[config.mk]
export PLATFORM = sky130hd
export DESIGN_NAME = pool_ifm_sender_flat
export DESIGN_NICKNAME = d
export VERILOG_FILES = /design/src/rtl/pool_ifm_sender_if.sv /design/src/rtl/pool_ifm_sender.sv /design/src/flat_wrapper.sv
export SDC_FILE = /design/constraint.sdc
export NUM_CORES = 1
export LEC_CHECK = 0
export ABC_CLOCK_PERIOD_IN_PS = 3800
export CAP_MARGIN = 20
export CORE_MARGIN = 2
export CORE_UTILIZATION = 30
export CTS_CLUSTER_SIZE = 10
export DETAILED_ROUTE_END_ITERATION = 16
export MAX_ROUTING_LAYER = met4
export PLACE_DENSITY = 0.5
export SYNTH_ARGS = -nofsm -noshare
export SYNTH_HDL_FRONTEND = slang
export SYNTH_SLANG_ARGS = --single-unit
[constraint.sdc]
create_clock -name clk -period 3.8 [get_ports clk]
set_input_delay 0.38 -clock clk [delete_from_list [all_inputs] [get_ports clk]]
set_output_delay 0.38 -clock clk [all_outputs]
set_load 0.01 [all_outputs]
[src/rtl/pool_ifm_sender_if.sv]
// pool_ifm_sender_if: bundles the IFM SRAM read port, the pooling-engine
// input port and the frame control/status lines of pool_ifm_sender.
// master = the sender itself, slave = whatever drives/observes it.
interface pool_ifm_sender_if #(
    parameter int DATA_WIDTH = 32,
    parameter int ADDR_WIDTH = 12
);
    logic                  start;
    logic                  full;
    logic                  end_pool;
    logic                  mem_rd_en;
    logic [ADDR_WIDTH-1:0] mem_addr;
    logic [DATA_WIDTH-1:0] mem_rdata;
    logic                  in_valid;
    logic [DATA_WIDTH-1:0] ifm;
    logic                  channel_done;
    logic                  done;
    logic                  busy;

    modport master (
        input  start, full, end_pool, mem_rdata,
        output mem_rd_en, mem_addr, in_valid, ifm, channel_done, done, busy
    );

    modport slave (
        output start, full, end_pool, mem_rdata,
        input  mem_rd_en, mem_addr, in_valid, ifm, channel_done, done, busy
    );
endinterface

[src/rtl/pool_ifm_sender.sv]
// pool_ifm_sender: streams CI channels of IFM_SIZE x IFM_SIZE pixels from the
// IFM SRAM into the pooling engine, one pixel per cycle when `full` is low.
// A 2-entry skid FIFO absorbs the 1-cycle SRAM read latency; reads are only
// issued when the FIFO is guaranteed to have room for the returning word.
// Optional feature macro: POOL_IFM_SENDER_WAIT_ACK_EN -- when defined, every
// channel but the last is held back until the pooling engine pulses end_pool.
module pool_ifm_sender #(
    parameter int DATA_WIDTH = 32,
    parameter int IFM_SIZE   = 27,
    parameter int CI         = 3,
    parameter int ADDR_WIDTH = $clog2(CI*IFM_SIZE*IFM_SIZE)
) (
    input  logic                  clk,
    input  logic                  rst,
    pool_ifm_sender_if.master     bus
);
    localparam int PIX   = IFM_SIZE * IFM_SIZE;
    localparam int POS_W = (IFM_SIZE > 1) ? $clog2(IFM_SIZE) : 1;
    localparam int CH_W  = (CI > 1) ? $clog2(CI) : 1;
    localparam int PIX_W = (PIX > 1) ? $clog2(PIX) : 1;

    localparam logic [POS_W-1:0] POS_LAST = POS_W'(IFM_SIZE - 1);
    localparam logic [CH_W-1:0]  CH_LAST  = CH_W'(CI - 1);
    localparam logic [PIX_W-1:0] PIX_LAST = PIX_W'(PIX - 1);

    typedef enum logic [2:0] {
        IDLE,
        SEND,
        WAIT_ACK,
        DRAIN,
        FINISH
    } state_t;

    state_t                state;
    logic [POS_W-1:0]      col;
    logic [POS_W-1:0]      row;
    logic [CH_W-1:0]       ch;
    logic [ADDR_WIDTH-1:0] addr;
    logic                  done_r;
    logic                  busy_r;

    // Skid FIFO and read-return tracking
    logic [DATA_WIDTH-1:0] fifo_mem [2];
    logic                  wr_ptr;
    logic                  rd_ptr;
    logic [1:0]            occ;
    logic                  rvalid;      // a read issued last cycle returns now
    logic [PIX_W-1:0]      xfer_cnt;

    logic                  pop;
    logic                  rd_room;
    logic                  rd_en;
    logic                  last_pix;
    logic                  last_ch;
    logic                  empty_next;

`ifdef POOL_IFM_SENDER_WAIT_ACK_EN
    logic                  ack;
`else
    logic                  unused_end_pool;
    assign unused_end_pool = bus.end_pool;
`endif

    // A pop happens whenever the FIFO has data and the engine is not full.
    // A new read may be issued only if every word already owed to the FIFO
    // (stored + returning now, minus the one leaving now) leaves a free slot.
    always_comb begin
        pop        = (occ != 2'd0) && !bus.full;
        rd_room    = ({1'b0, occ} + {2'b00, rvalid}) < (3'd2 + {2'b00, pop});
        rd_en      = (state == SEND) && rd_room;
        last_pix   = (col == POS_LAST) && (row == POS_LAST);
        last_ch    = (ch == CH_LAST);
        empty_next = !rvalid && (occ == {1'b0, pop});
    end

    assign bus.mem_rd_en    = rd_en;
    assign bus.mem_addr     = addr;
    assign bus.in_valid     = pop;
    assign bus.ifm          = (occ != 2'd0) ? fifo_mem[rd_ptr] : '0;
    assign bus.channel_done = pop && (xfer_cnt == PIX_LAST);
    assign bus.done         = done_r;
    assign bus.busy         = busy_r;

    // Frame sequencer: walks col/row/ch, issues reads, and paces channels.
    always_ff @(posedge clk) begin
        if (rst) begin
            state  <= IDLE;
            col    <= '0;
            row    <= '0;
            ch     <= '0;
            addr   <= '0;
            done_r <= 1'b0;
            busy_r <= 1'b0;
`ifdef POOL_IFM_SENDER_WAIT_ACK_EN
            ack    <= 1'b0;
`endif
        end else begin
            case (state)
                IDLE: begin
                    if (bus.start) begin
                        state  <= SEND;
                        col    <= '0;
                        row    <= '0;
                        ch     <= '0;
                        addr   <= '0;
                        busy_r <= 1'b1;
                    end
                end
                SEND: begin
                    if (rd_en) begin
                        addr <= addr + 1'b1;
                        if (col == POS_LAST) begin
                            col <= '0;
                            if (row == POS_LAST) begin
                                row <= '0;
                                ch  <= ch + 1'b1;
                            end else begin
                                row <= row + 1'b1;
                            end
                        end else begin
                            col <= col + 1'b1;
                        end
                        if (last_pix) begin
                            if (last_ch) begin
                                state <= DRAIN;
                            end
`ifdef POOL_IFM_SENDER_WAIT_ACK_EN
                            else begin
                                state <= WAIT_ACK;
                            end
`endif
                        end
                    end
                end
`ifdef POOL_IFM_SENDER_WAIT_ACK_EN
                WAIT_ACK: begin
                    // Ack only counts once this channel's last read is out.
                    if (ack && (occ == 2'd0) && !rvalid) begin
                        state <= SEND;
                        ack   <= 1'b0;
                    end else if (bus.end_pool) begin
                        ack <= 1'b1;
                    end
                end
`endif
                DRAIN: begin
                    // Leave as soon as the final word is being popped so
                    // that done lands exactly one cycle after it.
                    if (empty_next) begin
                        state  <= FINISH;
                        done_r <= 1'b1;
                    end
                end
                FINISH: begin
                    state  <= IDLE;
                    done_r <= 1'b0;
                    busy_r <= 1'b0;
                end
                default: begin
                    state <= IDLE;
                end
            endcase
        end
    end

    // FIFO pointers, occupancy, read-return flag and per-channel pop count.
    always_ff @(posedge clk) begin
        if (rst) begin
            wr_ptr   <= 1'b0;
            rd_ptr   <= 1'b0;
            occ      <= 2'd0;
            rvalid   <= 1'b0;
            xfer_cnt <= '0;
        end else begin
            rvalid <= rd_en;
            occ    <= occ + {1'b0, rvalid} - {1'b0, pop};
            if (rvalid) begin
                wr_ptr <= ~wr_ptr;
            end
            if (pop) begin
                rd_ptr   <= ~rd_ptr;
                xfer_cnt <= (xfer_cnt == PIX_LAST) ? '0 : xfer_cnt + 1'b1;
            end
        end
    end

    // FIFO storage captures the SRAM word the cycle it returns.
    always_ff @(posedge clk) begin
        if (rvalid) begin
            fifo_mem[wr_ptr] <= bus.mem_rdata;
        end
    end
endmodule

[src/flat_wrapper.sv]
// flat-port wrapper written by rule: the top's interface ports become plain ports
module pool_ifm_sender_flat 
#(
    parameter int DATA_WIDTH = 32,
    parameter int IFM_SIZE   = 27,
    parameter int CI         = 3,
    parameter int ADDR_WIDTH = $clog2(CI*IFM_SIZE*IFM_SIZE)
)
  (clk, rst, bus_start, bus_full, bus_end_pool, bus_mem_rdata, bus_mem_rd_en, bus_mem_addr, bus_in_valid, bus_ifm, bus_channel_done, bus_done, bus_busy);
  pool_ifm_sender_if #(.DATA_WIDTH(DATA_WIDTH), .ADDR_WIDTH(ADDR_WIDTH)) bus_i ();
  input  logic clk;
  input  logic rst;
  input wire logic [$bits(bus_i.start)-1:0] bus_start;
  input wire logic [$bits(bus_i.full)-1:0] bus_full;
  input wire logic [$bits(bus_i.end_pool)-1:0] bus_end_pool;
  input wire logic [$bits(bus_i.mem_rdata)-1:0] bus_mem_rdata;
  output wire logic [$bits(bus_i.mem_rd_en)-1:0] bus_mem_rd_en;
  output wire logic [$bits(bus_i.mem_addr)-1:0] bus_mem_addr;
  output wire logic [$bits(bus_i.in_valid)-1:0] bus_in_valid;
  output wire logic [$bits(bus_i.ifm)-1:0] bus_ifm;
  output wire logic [$bits(bus_i.channel_done)-1:0] bus_channel_done;
  output wire logic [$bits(bus_i.done)-1:0] bus_done;
  output wire logic [$bits(bus_i.busy)-1:0] bus_busy;
  assign bus_i.start = bus_start;
  assign bus_i.full = bus_full;
  assign bus_i.end_pool = bus_end_pool;
  assign bus_i.mem_rdata = bus_mem_rdata;
  assign bus_mem_rd_en = bus_i.mem_rd_en;
  assign bus_mem_addr = bus_i.mem_addr;
  assign bus_in_valid = bus_i.in_valid;
  assign bus_ifm = bus_i.ifm;
  assign bus_channel_done = bus_i.channel_done;
  assign bus_done = bus_i.done;
  assign bus_busy = bus_i.busy;
  pool_ifm_sender #(.DATA_WIDTH(DATA_WIDTH), .IFM_SIZE(IFM_SIZE), .CI(CI), .ADDR_WIDTH(ADDR_WIDTH)) u_core (.clk(clk), .rst(rst), .bus(bus_i));
endmodule
---- Word-level counts from Yosys, hierarchy flattened ----
Memories as Yosys holds them, arrays and structs flattened. A register that Yosys moved wholly into a read port is not among the register bits.
Cells that the tools add are included.
storage, ports and cells
  memories kept ........................... 1
  word-level logic and storage cells ...... 90
  register bits after elaboration ......... 44
  output and inout port bits .............. 49
  bits in writable memories ............... 64
memories
  memory           words  width  read ports  clocked after Yosys merged registers in  write ports  RTL line               source
  u_core.fifo_mem  2      32     1           1                                        1            pool_ifm_sender.sv:43  logic [DATA_WIDTH-1:0] fifo_mem [2];
operators by class
  multiplexer cells ....................... 32
  bitwise gates (word level) .............. 2
  eq/ne operators ......................... 15
  reductions and logical operators ........ 18
  order comparisons ....................... 1
  add/sub/neg operators ................... 9
operator list
  cell                   number
  $mux 32                1
  $mux 5                 6
  $mux 12                2
  $pmux 12 s2            1
  $pmux 5 s2             2
  $mux 3                 5
  $add 12x1->12 const B  1
  $add 10x1->10 const B  1
  $add 5x1->5 const B    2
  $eq 10x10->1 const B   1
  $eq 5x5->1 const B     2
  $mux 10                1
  $reduce_and 5->1       2
  $pmux 3 s3             1
  $mux 2                 4
  $ne 2x2->1 const B     4
  $reduce_bool 2->1      4
  $mux 1                 6
  $ne 2x1->1 const B     3
  $logic_and 1x1->1      5
  $pmux 1 s2             2
  $pmux 2 s2             1
  $reduce_and 2->1       2
  $reduce_and 4->1       1
  15 further kinds       17

---- Logic depth before layout (Yosys ltp) ----
Gate-level depths: netlist of the first run.
  depth after elaboration ................. 7
  mapped depth ............................ 8
  gate-level depth less buffers ........... 8

---- Least setup slack after synthesis of the first run ----
No wires, ideal clock.
  path type ............................... register -> register
  start point ............................. register u_core.rvalid
  end point ............................... memory u_core.fifo_mem[0][0] (enable)
  slack ................................... 1.496 ns
  arrival time ............................ 1.880 ns
  cell stages (with the launch flop) ...... 2
  clock period less this slack ............ 2.304 ns
  buffers on the path ..................... 0
  required time ........................... 3.375 ns
  cells stage by stage .................... dfxtp_1 -> nor2b_1
on the way
  longest elaborated chain between the ends .. 2
RTL lines
  element                       RTL line                source
  start: declaration            pool_ifm_sender.sv:47   logic rvalid;
  start signal: assignment      pool_ifm_sender.sv:175  rvalid <= rd_en;
  $mux 1                        pool_ifm_sender.sv:189  if (rvalid) begin
  $mux 1 (implied by the code)  pool_ifm_sender.sv:190  fifo_mem[wr_ptr] <= bus.mem_rdata;
  end: declaration              pool_ifm_sender.sv:43
Every way passes these cells.

==> report_table.html, run 1 <==
<table>
<tr><th>Metric</th><th>Value</th></tr>
<tr><th colspan="2">Status</th></tr>
<tr><td>Status</td><td>completed</td></tr>
<tr><th colspan="2">Floorplan</th></tr>
<tr><td>Std-Cell Core Area</td><td>15300 sq um</td></tr>
<tr><td>Vertical extent of the die</td><td>130 um</td></tr>
<tr><td>Area of the die</td><td>16800 sq um</td></tr>
<tr><td>Effective utilization at floorplan</td><td>30.9%</td></tr>
<tr><td>Row count</td><td>45</td></tr>
<tr><td>Floorplan die width</td><td>130 um</td></tr>
<tr><td>Count of boundary I/O pins</td><td>86</td></tr>
<tr><th colspan="2">Timing</th></tr>
<tr><td>Number of failing setup endpoints in the final timing report</td><td>0</td></tr>
<tr><td>Highest attainable clock frequency</td><td>roughly 370 MHz</td></tr>
<tr><td>Headroom to the max-slew limit</td><td>28.1%</td></tr>
<tr><td>Worst slack on hold paths</td><td>0.472 ns</td></tr>
<tr><td>Setup TNS after final layout</td><td>0 ns</td></tr>
<tr><td>Final number of hold-violating endpoints</td><td>0</td></tr>
<tr><td>Worst Max-Slew Pin Slew</td><td>1.08 ns</td></tr>
<tr><td>RSZ-0062 raised after global routing</td><td>false</td></tr>
<tr><td>Clock period minus final worst setup slack</td><td>~2.7 ns</td></tr>
<tr><td>Period Utilization, post-route</td><td>70.6%</td></tr>
<tr><td>Clock Skew</td><td>0.00554 ns</td></tr>
<tr><td>Final Max Tran Viols</td><td>0</td></tr>
<tr><th colspan="2">Place</th></tr>
<tr><td>Half-perimeter wire length after detailed placement</td><td>6890 um</td></tr>
<tr><td>Final estimated routing congestion in global placement</td><td>between 0.7 and 0.8</td></tr>
<tr><td>Port Buffers</td><td>between 80 and 90</td></tr>
<tr><td>Post-Place Cell Area</td><td>between 5000 and 6000 sq um</td></tr>
<tr><th colspan="2">GRT</th></tr>
<tr><td>Global routing usage summed across all routing layers</td><td>approximately an eighth</td></tr>
<tr><td>Largest net degree at the start of global routing</td><td>33</td></tr>
<tr><td>Fraction of met2 tracks used by global routing</td><td>roughly a fifth</td></tr>
<tr><td>Busiest metal layer after global routing</td><td>met2</td></tr>
<tr><td>Overflow left after global routing</td><td>0</td></tr>
<tr><td>Initial antenna violation count</td><td>0</td></tr>
<tr><td>Global-route wire length before repair</td><td>16800 um</td></tr>
<tr><td>Global routing usage on met1</td><td>17.2%</td></tr>
<tr><td>Vias in the first global route</td><td>roughly 3200</td></tr>
<tr><td>Global-route track usage on met3</td><td>under 10%</td></tr>
<tr><th colspan="2">Detailed routing</th></tr>
<tr><td>DRT Wirelength</td><td>10500 um</td></tr>
<tr><td>Number of DRC violations after detailed routing</td><td>0</td></tr>
<tr><td>Post-detailed-route count of antenna-violating nets</td><td>0</td></tr>
<tr><td>Number of design-rule violations left by the first detailed-router iteration</td><td>roughly 190</td></tr>
<tr><td>Drt via density</td><td>4.77</td></tr>
<tr><td>First-pass iteration count of the detailed router</td><td>4</td></tr>
<tr><td>Post-DR wirelength/cell</td><td>14.8 um</td></tr>
<tr><td>Overall via count from detail_route</td><td>3389</td></tr>
<tr><th colspan="2">Critical path</th></tr>
<tr><td>Cells on worst reg2reg path</td><td>8</td></tr>
<tr><td>Maximum single-stage delay on the critical path</td><td>1.04 ns</td></tr>
<tr><td>Crit-path leading delay family</td><td>flip-flops</td></tr>
<tr><td>Number of buffers and inverters on the critical path</td><td>1</td></tr>
<tr><td>Levels on crit path</td><td>3</td></tr>
<tr><td>Worst endpoint required time</td><td>3.42 ns</td></tr>
<tr><td>Reg-to-reg startpoint</td><td>u_core.occ[0]$_SDFF_PP0_</td></tr>
<tr><td>Critical Setup Path Class</td><td>reg -&gt; out</td></tr>
<tr><td>Critical Path Sink Type</td><td>primary output</td></tr>
<tr><td>Worst path arrival time</td><td>2.30 ns</td></tr>
<tr><td>Maximum fanout along the worst path</td><td>32</td></tr>
<tr><td>Critical path, cell by cell</td><td>mux2i_1, nor2_1, clkdlybuf4s50_1</td></tr>
<tr><td>Crit path launch type</td><td>flop</td></tr>
<tr><td>Library cell contributing the largest single delay on the critical path</td><td>sky130_fd_sc_hd__dfxtp_2</td></tr>
<tr><th colspan="2">Synth</th></tr>
<tr><td>Biggest area consumer among synthesized cells</td><td>sky130_fd_sc_hd__edfxtp_1</td></tr>
<tr><td>Share of the synthesized area in the top cell type</td><td>40.5%</td></tr>
<tr><td>Number of synthesized register bits</td><td>109</td></tr>
<tr><td>Library cells used by synthesis</td><td>53</td></tr>
<tr><td>Total standard cell area after synthesis</td><td>4740 sq um</td></tr>
<tr><td>Number of flops mapped to enable cells by yosys</td><td>64</td></tr>
<tr><td>Synth warn</td><td>0</td></tr>
<tr><td>Gate count of the mapped netlist</td><td>412</td></tr>
<tr><td>Leading cell types by total area after synthesis</td><td>sky130_fd_sc_hd__edfxtp_1 41%, sky130_fd_sc_hd__dfxtp_1 19%, sky130_fd_sc_hd__mux2i_1 7.0%</td></tr>
<tr><td>Most used flip-flop cell after synthesis</td><td>sky130_fd_sc_hd__edfxtp_1</td></tr>
<tr><td>Sequential area share after synthesis</td><td>59.6%</td></tr>
<tr><td>Average cell area after synthesis</td><td>11.5 sq um</td></tr>
<tr><td>Share of async-settable or async-resettable flops after synthesis</td><td>0%</td></tr>
<tr><td>Net count after synthesis</td><td>around 460</td></tr>
<tr><th colspan="2">Final layout</th></tr>
<tr><td>Ratio of cells with drive above 1 in the final layout</td><td>5.80%</td></tr>
<tr><td>Sequential Area</td><td>2820 sq um</td></tr>
<tr><td>Design area</td><td>6090 sq um</td></tr>
<tr><td>Synthesis-to-layout area growth</td><td>28.5%</td></tr>
<tr><td>Area of combinational cells with multiple inputs</td><td>1810 sq um</td></tr>
<tr><td>Layout net count</td><td>544</td></tr>
<tr><td>Diodes inserted</td><td>0</td></tr>
<tr><td>Number of fill cells</td><td>1523</td></tr>
<tr><th colspan="2">Pwr</th></tr>
<tr><td>Internal</td><td>between 0.002 and 0.0025 W</td></tr>
<tr><td>Pwr per Cell Area</td><td>roughly 540 nW/um^2</td></tr>
<tr><td>Share of total power in the clock network</td><td>27.8%</td></tr>
<tr><td>Static power due to leakage</td><td>2.01 nW</td></tr>
<tr><td>Share of total power consumed by net switching</td><td>31.0%</td></tr>
<tr><td>Power dissipated by switching net loads</td><td>approximately 0.0010 W</td></tr>
<tr><td>Combinational share of power</td><td>28.8%</td></tr>
<tr><td>Worst voltage drop across the vdd grid</td><td>between 0.2 and 0.25 mV</td></tr>
<tr><td>Portion of total power attributed to sequential cells</td><td>a little over two fifths</td></tr>
<tr><th colspan="2">Clocking</th></tr>
<tr><td>Root buffer cell</td><td>sky130_fd_sc_hd__clkbuf_16</td></tr>
<tr><td>CTS clk-pin slew, worst paths</td><td>approximately 0.070 ns</td></tr>
<tr><td>Skew-Pair Late Insertion Delay</td><td>0.34 ns</td></tr>
<tr><td>Max clock buf depth</td><td>2</td></tr>
<tr><td>Inserted Clock Buffers</td><td>9</td></tr>
<tr><td>Post-CTS Hold Fix Bufs</td><td>0</td></tr>
<tr><td>Cts repair resizes</td><td>0</td></tr>
<tr><td>Number of clock sinks seen by CTS</td><td>109</td></tr>
<tr><td>Number of buffers inserted by post-CTS setup repair</td><td>0</td></tr>
<tr><td>Maximum level of the CTS H-tree</td><td>3</td></tr>
<tr><td>TritonCTS clock tree</td><td>done</td></tr>
<tr><th colspan="2">Hold path</th></tr>
<tr><td>Type of the worst min-delay path</td><td>reg -&gt; reg</td></tr>
<tr><td>Hold path depth</td><td>2</td></tr>
<tr><td>Hold path startpoint</td><td>u_core.bus.mem_addr[11]$_SDFFE_PP0P_</td></tr>
<tr><th colspan="2">Job</th></tr>
<tr><td>Max-cap violations</td><td>0</td></tr>
</table>
==> through the flow <==
step | setup slack [ns] | cells | utilization, % | power (W)
detailed placement | 0.956 | 695 | 37.9 | 0.00241
finish | 1.12 | 711 | 39.8 | 0.00327
CTS | 1.05 | 711 | 39.8 | 0.00333
floorplan | 1.50 | 412 | - | 0.00192
global route | 0.941 | 711 | 39.8 | 0.00346
global placement | 1.02 | 695 | 37.9 | 0.00240
==> sequential cells by signal, indices dropped and copies added (netlist names), 2 cells and up, named ones only <==
name	count
u_core.fifo_mem	64
u_core.col	5
u_core.ch	2
u_core.xfer_cnt	10
u_core.row	5
u_core.bus.mem_addr	12
u_core.occ	2
u_core.state	3
==> layout make-up <==
type	instances	share of cell area, %
flip-flops and latches	109	46.4
multi-input cells	277	29.7
repair buffers	89	14.4
well taps	211	4.33
inverters	9	0.555
clock buffers	10	3.76
clock inverters	6	0.883
==> per-layer routing <==
layer	vias up	part of all wire (%)
li1	1674	-
met1	1625	47
met2	83	47
met3	7	5.2
met4	0	1.1
met5	-	0
==> worst paths after layout <==
| kind | endpoint | slack [ns] |
|---|---|---|
| worst max-delay path | bus_ifm[31] | 1.12 |
| worst min-delay path | u_core.bus.mem_addr[11]$_SDFFE_PP0P_ | 0.47 |
| worst max register to register | u_core.state[1]$_SDFFE_PP0P_ | 1.35 |
| worst min register to register | u_core.bus.mem_addr[11]$_SDFFE_PP0P_ | 0.47 |
==> worst reg2reg max path, stage by stage (launching register included) <==
cell	delay [ns]
sky130_fd_sc_hd__dfxtp_1	0.36
sky130_fd_sc_hd__o21bai_2	0.45
sky130_fd_sc_hd__inv_1	0.25
sky130_fd_sc_hd__ha_1	0.34
sky130_fd_sc_hd__inv_1	0.05
sky130_fd_sc_hd__nor4b_1	0.51
sky130_fd_sc_hd__o31ai_1	0.18
sky130_fd_sc_hd__nand3b_1	0.11
sky130_fd_sc_hd__o21ai_0	0.08
==> cell usage after synthesis (2+ instances only) <==
cell	number
sky130_fd_sc_hd__and2_1	2
sky130_fd_sc_hd__a211oi_1	4
sky130_fd_sc_hd__nor2_1	64
sky130_fd_sc_hd__inv_1	9
sky130_fd_sc_hd__buf_2	3
sky130_fd_sc_hd__o211ai_1	2
sky130_fd_sc_hd__a31oi_1	5
sky130_fd_sc_hd__nand2b_1	3
sky130_fd_sc_hd__nor4b_1	2
sky130_fd_sc_hd__a311oi_1	3
sky130_fd_sc_hd__dfxtp_1	45
sky130_fd_sc_hd__nand2_1	28
sky130_fd_sc_hd__edfxtp_1	64
sky130_fd_sc_hd__a21oi_1	16
sky130_fd_sc_hd__buf_1	4
sky130_fd_sc_hd__nor3_1	7
sky130_fd_sc_hd__o311ai_0	2
sky130_fd_sc_hd__or3_1	3
sky130_fd_sc_hd__or4_1	4
sky130_fd_sc_hd__nand4b_1	4
sky130_fd_sc_hd__xnor2_1	4
sky130_fd_sc_hd__o21ai_0	14
sky130_fd_sc_hd__nand3_1	9
sky130_fd_sc_hd__a41oi_1	2
sky130_fd_sc_hd__nand4_1	9
sky130_fd_sc_hd__clkbuf_1	8
sky130_fd_sc_hd__mux2i_1	33
sky130_fd_sc_hd__nor2b_1	3
sky130_fd_sc_hd__o21a_1	2
sky130_fd_sc_hd__nor4_1	3
sky130_fd_sc_hd__xor2_1	11
sky130_fd_sc_hd__o31ai_1	4
sky130_fd_sc_hd__and3_1	5
sky130_fd_sc_hd__ha_1	12
==> cells by family (layout without fill, tap and decap cells) <==
| group | count (synthesis) | count (layout) | synth area share (%) |
|---|---|---|---|
| AND/OR/NAND/NOR | 156 | 156 | 16.3 |
| flip-flops | 109 | 109 | 59.6 |
| AO/OA/AOI/OAI | 61 | 61 | 8.90 |
| multiplexers | 33 | 33 | 6.97 |
| buffers and inverters | 26 | 114 | 2.38 |
| XOR/XNOR | 15 | 15 | 2.77 |
| adder cells (fa/ha/maj) | 12 | 12 | 3.17 |
==> layout by cell type (no fill, tap or decap), drive strengths merged, types with 4 or more instances in the layout <==
master         count
clkdlybuf4s50     84
nor2              65
edfxtp            64
dfxtp             45
mux2i             33
nand2             28
a21oi             17
o21ai             15
inv               13
ha                12
xor2              11
clkbuf            10
nand3              9
nand4              9
nor3               7
a31oi              5
and3               5
buf                5
nand4b             4
xnor2              4
o31ai              4
a211oi             4
or4                4
==> power groups by stage <==
stage,clock [W],sequential (W),combinational [W]
5_1_grt,0.000991,0.00144,0.00104
3_3_place_gp,0,0.00145,0.000953
4_1_cts,0.000944,0.00143,0.000960
3_5_place_dp,0,0.00145,0.000956
6_report,0.000908,0.00142,0.000941
2_1_floorplan,0,0.00138,0.000538
No activity file was read; power rests on OpenSTA's default activity.
==> inputs of run 2 (changes only) <==
--- a/config.mk
+++ b/config.mk
@@ -5,7 +5,7 @@
 export SDC_FILE = /design/constraint.sdc
 export NUM_CORES = 1
 export LEC_CHECK = 0
-export ABC_CLOCK_PERIOD_IN_PS = 3800
+export ABC_CLOCK_PERIOD_IN_PS = 2540
 export CAP_MARGIN = 20
 export CORE_MARGIN = 2
 export CORE_UTILIZATION = 30
==> constraint.sdc (replaced) <==
create_clock -name clk -period 2.54 [get_ports clk]
set_input_delay 0.254 -clock clk [delete_from_list [all_inputs] [get_ports clk]]
set_output_delay 0.254 -clock clk [all_outputs]
set_load 0.01 [all_outputs]
==> report_table.html, run 2 (synthesis gave the netlist of run 1 again) <==
<table>
<tr><th>Metric</th><th>Value</th></tr>
<tr><th colspan="2">Timing</th></tr>
<tr><td>Clock period minus final worst setup slack</td><td>roughly 2.4 ns</td></tr>
<tr><td>Worst Max-Slew Pin Slew</td><td>0.487 ns (was 1.08 ns)</td></tr>
<tr><td>Clock Skew</td><td>0.00731 ns (was 0.00554 ns)</td></tr>
<tr><td>Highest attainable clock frequency</td><td>413 MHz</td></tr>
<tr><td>Headroom to the max-slew limit</td><td>67.4% (was 28.1%)</td></tr>
<tr><td>Final number of hold-violating endpoints</td><td>0 (unchanged)</td></tr>
<tr><td>Number of failing setup endpoints in the final timing report</td><td>0 (unchanged)</td></tr>
<tr><td>Period Utilization, post-route</td><td>95.4%</td></tr>
<tr><td>Setup TNS after final layout</td><td>0 ns (unchanged)</td></tr>
<tr><td>Final Max Tran Viols</td><td>0 (unchanged)</td></tr>
<tr><td>RSZ-0062 raised after global routing</td><td>false (unchanged)</td></tr>
<tr><th colspan="2">Pwr</th></tr>
<tr><td>Internal</td><td>0.00363 W (was 0.00226 W)</td></tr>
<tr><td>Share of total power in the clock network</td><td>30.2% (was 27.8%)</td></tr>
<tr><td>Portion of total power attributed to sequential cells</td><td>39.7% (was 43.5%)</td></tr>
<tr><td>Worst voltage drop across the vdd grid</td><td>0.477 mV (was 0.231 mV)</td></tr>
<tr><td>Power dissipated by switching net loads</td><td>0.00153 W (was 0.00101 W)</td></tr>
<tr><td>Combinational share of power</td><td>30.1% (was 28.8%)</td></tr>
<tr><td>Pwr per Cell Area</td><td>827 nW/um^2 (was 537 nW/um^2)</td></tr>
<tr><td>Share of total power consumed by net switching</td><td>29.6% (was 31.0%)</td></tr>
<tr><td>Static power due to leakage</td><td>2.09 nW (was 2.01 nW)</td></tr>
<tr><th colspan="2">Final layout</th></tr>
<tr><td>Design area</td><td>6240 sq um (was 6090 sq um)</td></tr>
<tr><td>Most flop-heavy register</td><td>u_core.fifo_mem (unchanged)</td></tr>
<tr><td>Number of flip-flops under the largest register name</td><td>64 (unchanged)</td></tr>
<tr><td>Layout net count</td><td>554 (was 544)</td></tr>
<tr><td>Most common cell after layout, fill and taps aside</td><td>sky130_fd_sc_hd__clkdlybuf4s50_1 (unchanged)</td></tr>
<tr><td>Commonest cells after routing, fill and taps aside</td><td>83 x sky130_fd_sc_hd__clkdlybuf4s50_1, 64 x sky130_fd_sc_hd__edfxtp_1, 63 x sky130_fd_sc_hd__nor2_1 (was 84 x sky130_fd_sc_hd__clkdlybuf4s50_1, 64 x sky130_fd_sc_hd__edfxtp_1, 63 x sky130_fd_sc_hd__nor2_1)</td></tr>
<tr><td>Ratio of cells with drive above 1 in the final layout</td><td>8.82% (was 5.80%)</td></tr>
<tr><td>Synthesis-to-layout area growth</td><td>31.7% (was 28.5%)</td></tr>
<tr><th colspan="2">Clocking</th></tr>
<tr><td>CTS clk-pin slew, worst paths</td><td>0.07 ns (about the same)</td></tr>
<tr><td>Maximum level of the CTS H-tree</td><td>3 (unchanged)</td></tr>
<tr><td>Skew-Pair Late Insertion Delay</td><td>0.35 ns (was 0.34 ns)</td></tr>
<tr><td>TritonCTS clock tree</td><td>done (unchanged)</td></tr>
<tr><td>Root buffer cell</td><td>sky130_fd_sc_hd__clkbuf_16 (unchanged)</td></tr>
<tr><td>Inserted Clock Buffers</td><td>9 (unchanged)</td></tr>
<tr><td>Number of buffers inserted by post-CTS setup repair</td><td>0 (unchanged)</td></tr>
<tr><td>Number of clock sinks seen by CTS</td><td>109 (unchanged)</td></tr>
<tr><td>Max clock buf depth</td><td>2 (unchanged)</td></tr>
<tr><td>Post-CTS Hold Fix Bufs</td><td>0 (unchanged)</td></tr>
<tr><th colspan="2">Critical path</th></tr>
<tr><td>Worst setup path startpoint</td><td>u_core.xfer_cnt[2]$_SDFFE_PP0P_</td></tr>
<tr><td>Critical Path Sink Type</td><td>primary output (unchanged)</td></tr>
<tr><td>Reg-to-reg startpoint</td><td>u_core.occ[0]$_SDFF_PP0_ (unchanged)</td></tr>
<tr><td>Library cell contributing the largest single delay on the critical path</td><td>sky130_fd_sc_hd__clkdlybuf4s50_1 (was sky130_fd_sc_hd__dfxtp_2)</td></tr>
<tr><td>Maximum single-stage delay on the critical path</td><td>0.60 ns (was 1.04 ns)</td></tr>
<tr><td>Crit path launch type</td><td>flop (unchanged)</td></tr>
<tr><td>Critical Setup Path Class</td><td>reg -&gt; out (unchanged)</td></tr>
<tr><td>Worst path arrival time</td><td>2.17 ns (was 2.30 ns)</td></tr>
<tr><td>Maximum fanout along the worst path</td><td>5 (was 32)</td></tr>
<tr><td>Worst endpoint required time</td><td>2.29 ns (was 3.42 ns)</td></tr>
<tr><td>Crit-path leading delay family</td><td>simple AND/OR/NAND/NOR gates (was flip-flops)</td></tr>
<tr><td>Number of buffers and inverters on the critical path</td><td>1 (unchanged)</td></tr>
<tr><td>Critical path, cell by cell</td><td>or4b_1, nor4_2, clkdlybuf4s50_1 (was mux2i_1, nor2_1, clkdlybuf4s50_1)</td></tr>
<tr><th colspan="2">GRT</th></tr>
<tr><td>Initial antenna violation count</td><td>1 (was 0)</td></tr>
<tr><td>Overflow left after global routing</td><td>0 (unchanged)</td></tr>
<tr><td>Global routing usage summed across all routing layers</td><td>13.8% (was 13.3%)</td></tr>
<tr><td>Vias in the first global route</td><td>3497 (was 3199)</td></tr>
<tr><td>Global-route wire length before repair</td><td>17500 um (was 16800 um)</td></tr>
<tr><td>Largest net degree at the start of global routing</td><td>33 (unchanged)</td></tr>
<tr><th colspan="2">Detailed routing</th></tr>
<tr><td>Post-DR wirelength/cell</td><td>15.1 um (was 14.8 um)</td></tr>
<tr><td>DRT Wirelength</td><td>10900 um (was 10500 um)</td></tr>
<tr><td>Overall via count from detail_route</td><td>3477 (was 3389)</td></tr>
<tr><td>Post-detailed-route count of antenna-violating nets</td><td>0 (unchanged)</td></tr>
<tr><td>Number of DRC violations after detailed routing</td><td>0 (unchanged)</td></tr>
<tr><td>Drt via density</td><td>4.82 (was 4.77)</td></tr>
<tr><td>First-pass iteration count of the detailed router</td><td>4 (unchanged)</td></tr>
<tr><td>Number of design-rule violations left by the first detailed-router iteration</td><td>161 (was 187)</td></tr>
<tr><th colspan="2">Place</th></tr>
<tr><td>Final estimated routing congestion in global placement</td><td>0.765 (was 0.749)</td></tr>
<tr><td>Half-perimeter wire length after detailed placement</td><td>7280 um (was 6890 um)</td></tr>
<tr><td>Port Buffers</td><td>84 (unchanged)</td></tr>
<tr><td>Post-Place Cell Area</td><td>5900 sq um (was 5810 sq um)</td></tr>
<tr><th colspan="2">Job</th></tr>
<tr><td>Max-cap violations</td><td>0 (unchanged)</td></tr>
<tr><th colspan="2">Hold path</th></tr>
<tr><td>Hold path startpoint</td><td>u_core.bus.mem_addr[11]$_SDFFE_PP0P_ (unchanged)</td></tr>
<tr><td>Type of the worst min-delay path</td><td>reg -&gt; reg (unchanged)</td></tr>
<tr><th colspan="2">Floorplan</th></tr>
<tr><td>Row count</td><td>45 (unchanged)</td></tr>
<tr><td>Floorplan die width</td><td>130 um (unchanged)</td></tr>
<tr><td>Count of boundary I/O pins</td><td>86 (unchanged)</td></tr>
<tr><td>Area of the die</td><td>16800 sq um (unchanged)</td></tr>
<tr><td>Effective utilization at floorplan</td><td>30.9% (unchanged)</td></tr>
<tr><td>Std-Cell Core Area</td><td>15300 sq um (unchanged)</td></tr>
<tr><td>Vertical extent of the die</td><td>130 um (unchanged)</td></tr>
<tr><th colspan="2">Status</th></tr>
<tr><td>Status</td><td>completed (unchanged)</td></tr>
</table>
## run 2: per-stage QoR
step | hold slack, ns | power, W | cells | utilization, % | worst slack, ns
final | 0.469 | 0.00516 | 722 | 40.8 | 0.117
after CTS | 0.468 | 0.00524 | 721 | 40.7 | 0.0844
after global routing | 0.475 | 0.00544 | 722 | 40.8 | 0.0297
after global placement | 0.451 | 0.00366 | 705 | 38.5 | 0.241
after detailed placement | 0.462 | 0.00366 | 705 | 38.5 | 0.217
after floorplan | 0.353 | 0.00287 | 412 | - | 0.236
## run 2: worst min-delay path, delay by kind of cell, from the launching register on
| kind | cells | cell delay [ns] |
|---|---|---|
| flops | 1 | 0.33 |
| simple gates | 2 | 0.10 |
## run 2: final timing paths
kind                                                              to  slack (ns)  cells after the start
worst max-delay path                                bus_channel_done        0.12                      3
worst min register to register  u_core.bus.mem_addr[11]$_SDFFE_PP0P_        0.47                      2
worst min-delay path            u_core.bus.mem_addr[11]$_SDFFE_PP0P_        0.47                      2
worst max register to register          u_core.bus.done$_SDFFE_PP0P_        0.50                      9
## run 2: timing repair
| item | CTS | global route |
|---|---|---|
| gates resized for setup | 3 | 4 |
| hold endpoints to repair | 0 | 0 |
| setup endpoints to repair | 2 | 1 |
## run 2: power groups by stage
| stage | clock network [W] | logic, W | registers (W) |
|---|---|---|---|
| 6_report | 0.00156 | 0.00155 | 0.00205 |
| 5_1_grt | 0.00167 | 0.00170 | 0.00207 |
| 4_1_cts | 0.00160 | 0.00159 | 0.00205 |
| 3_5_place_dp | 0 | 0.00158 | 0.00209 |
| 3_3_place_gp | 0 | 0.00157 | 0.00208 |
| 2_1_floorplan | 0 | 0.000805 | 0.00207 |
## run 2: final cells by class
| class | instances | area, sq um |
|---|---|---|
| diodes | 1 | 2.50 |
| inverters | 9 | 33.8 |
| clock buffers | 10 | 229 |
| multi-input cells | 277 | 1820 |
| flip-flops and latches | 109 | 2830 |
| fillers | 1516 | 9070 |
| repair buffers | 99 | 968 |
| well taps | 211 | 264 |
| clock inverters | 6 | 97.6 |
## run 2: layer usage
metal	vias to the layer above	share of wire (%)	track usage [%]	routed length, um
li1	1698	-	-	-
met1	1686	47	16.9	5120
met2	81	48	22.7	5210
met3	12	3.9	2.50	423
met4	0	1.4	5.12	157
met5	-	0	-	0
==> inputs of run 3 (changes only) <==
--- a/config.mk
+++ b/config.mk
@@ -11,6 +11,7 @@
 export CORE_UTILIZATION = 30
 export CTS_CLUSTER_SIZE = 10
 export DETAILED_ROUTE_END_ITERATION = 16
+export HOLD_SLACK_MARGIN = 0.03
 export MAX_ROUTING_LAYER = met4
 export PLACE_DENSITY = 0.5
 export SYNTH_ARGS = -nofsm -noshare
==> results of run 3 <==
Same layout as run 2: the final DEF is identical, and so are final timing and power.
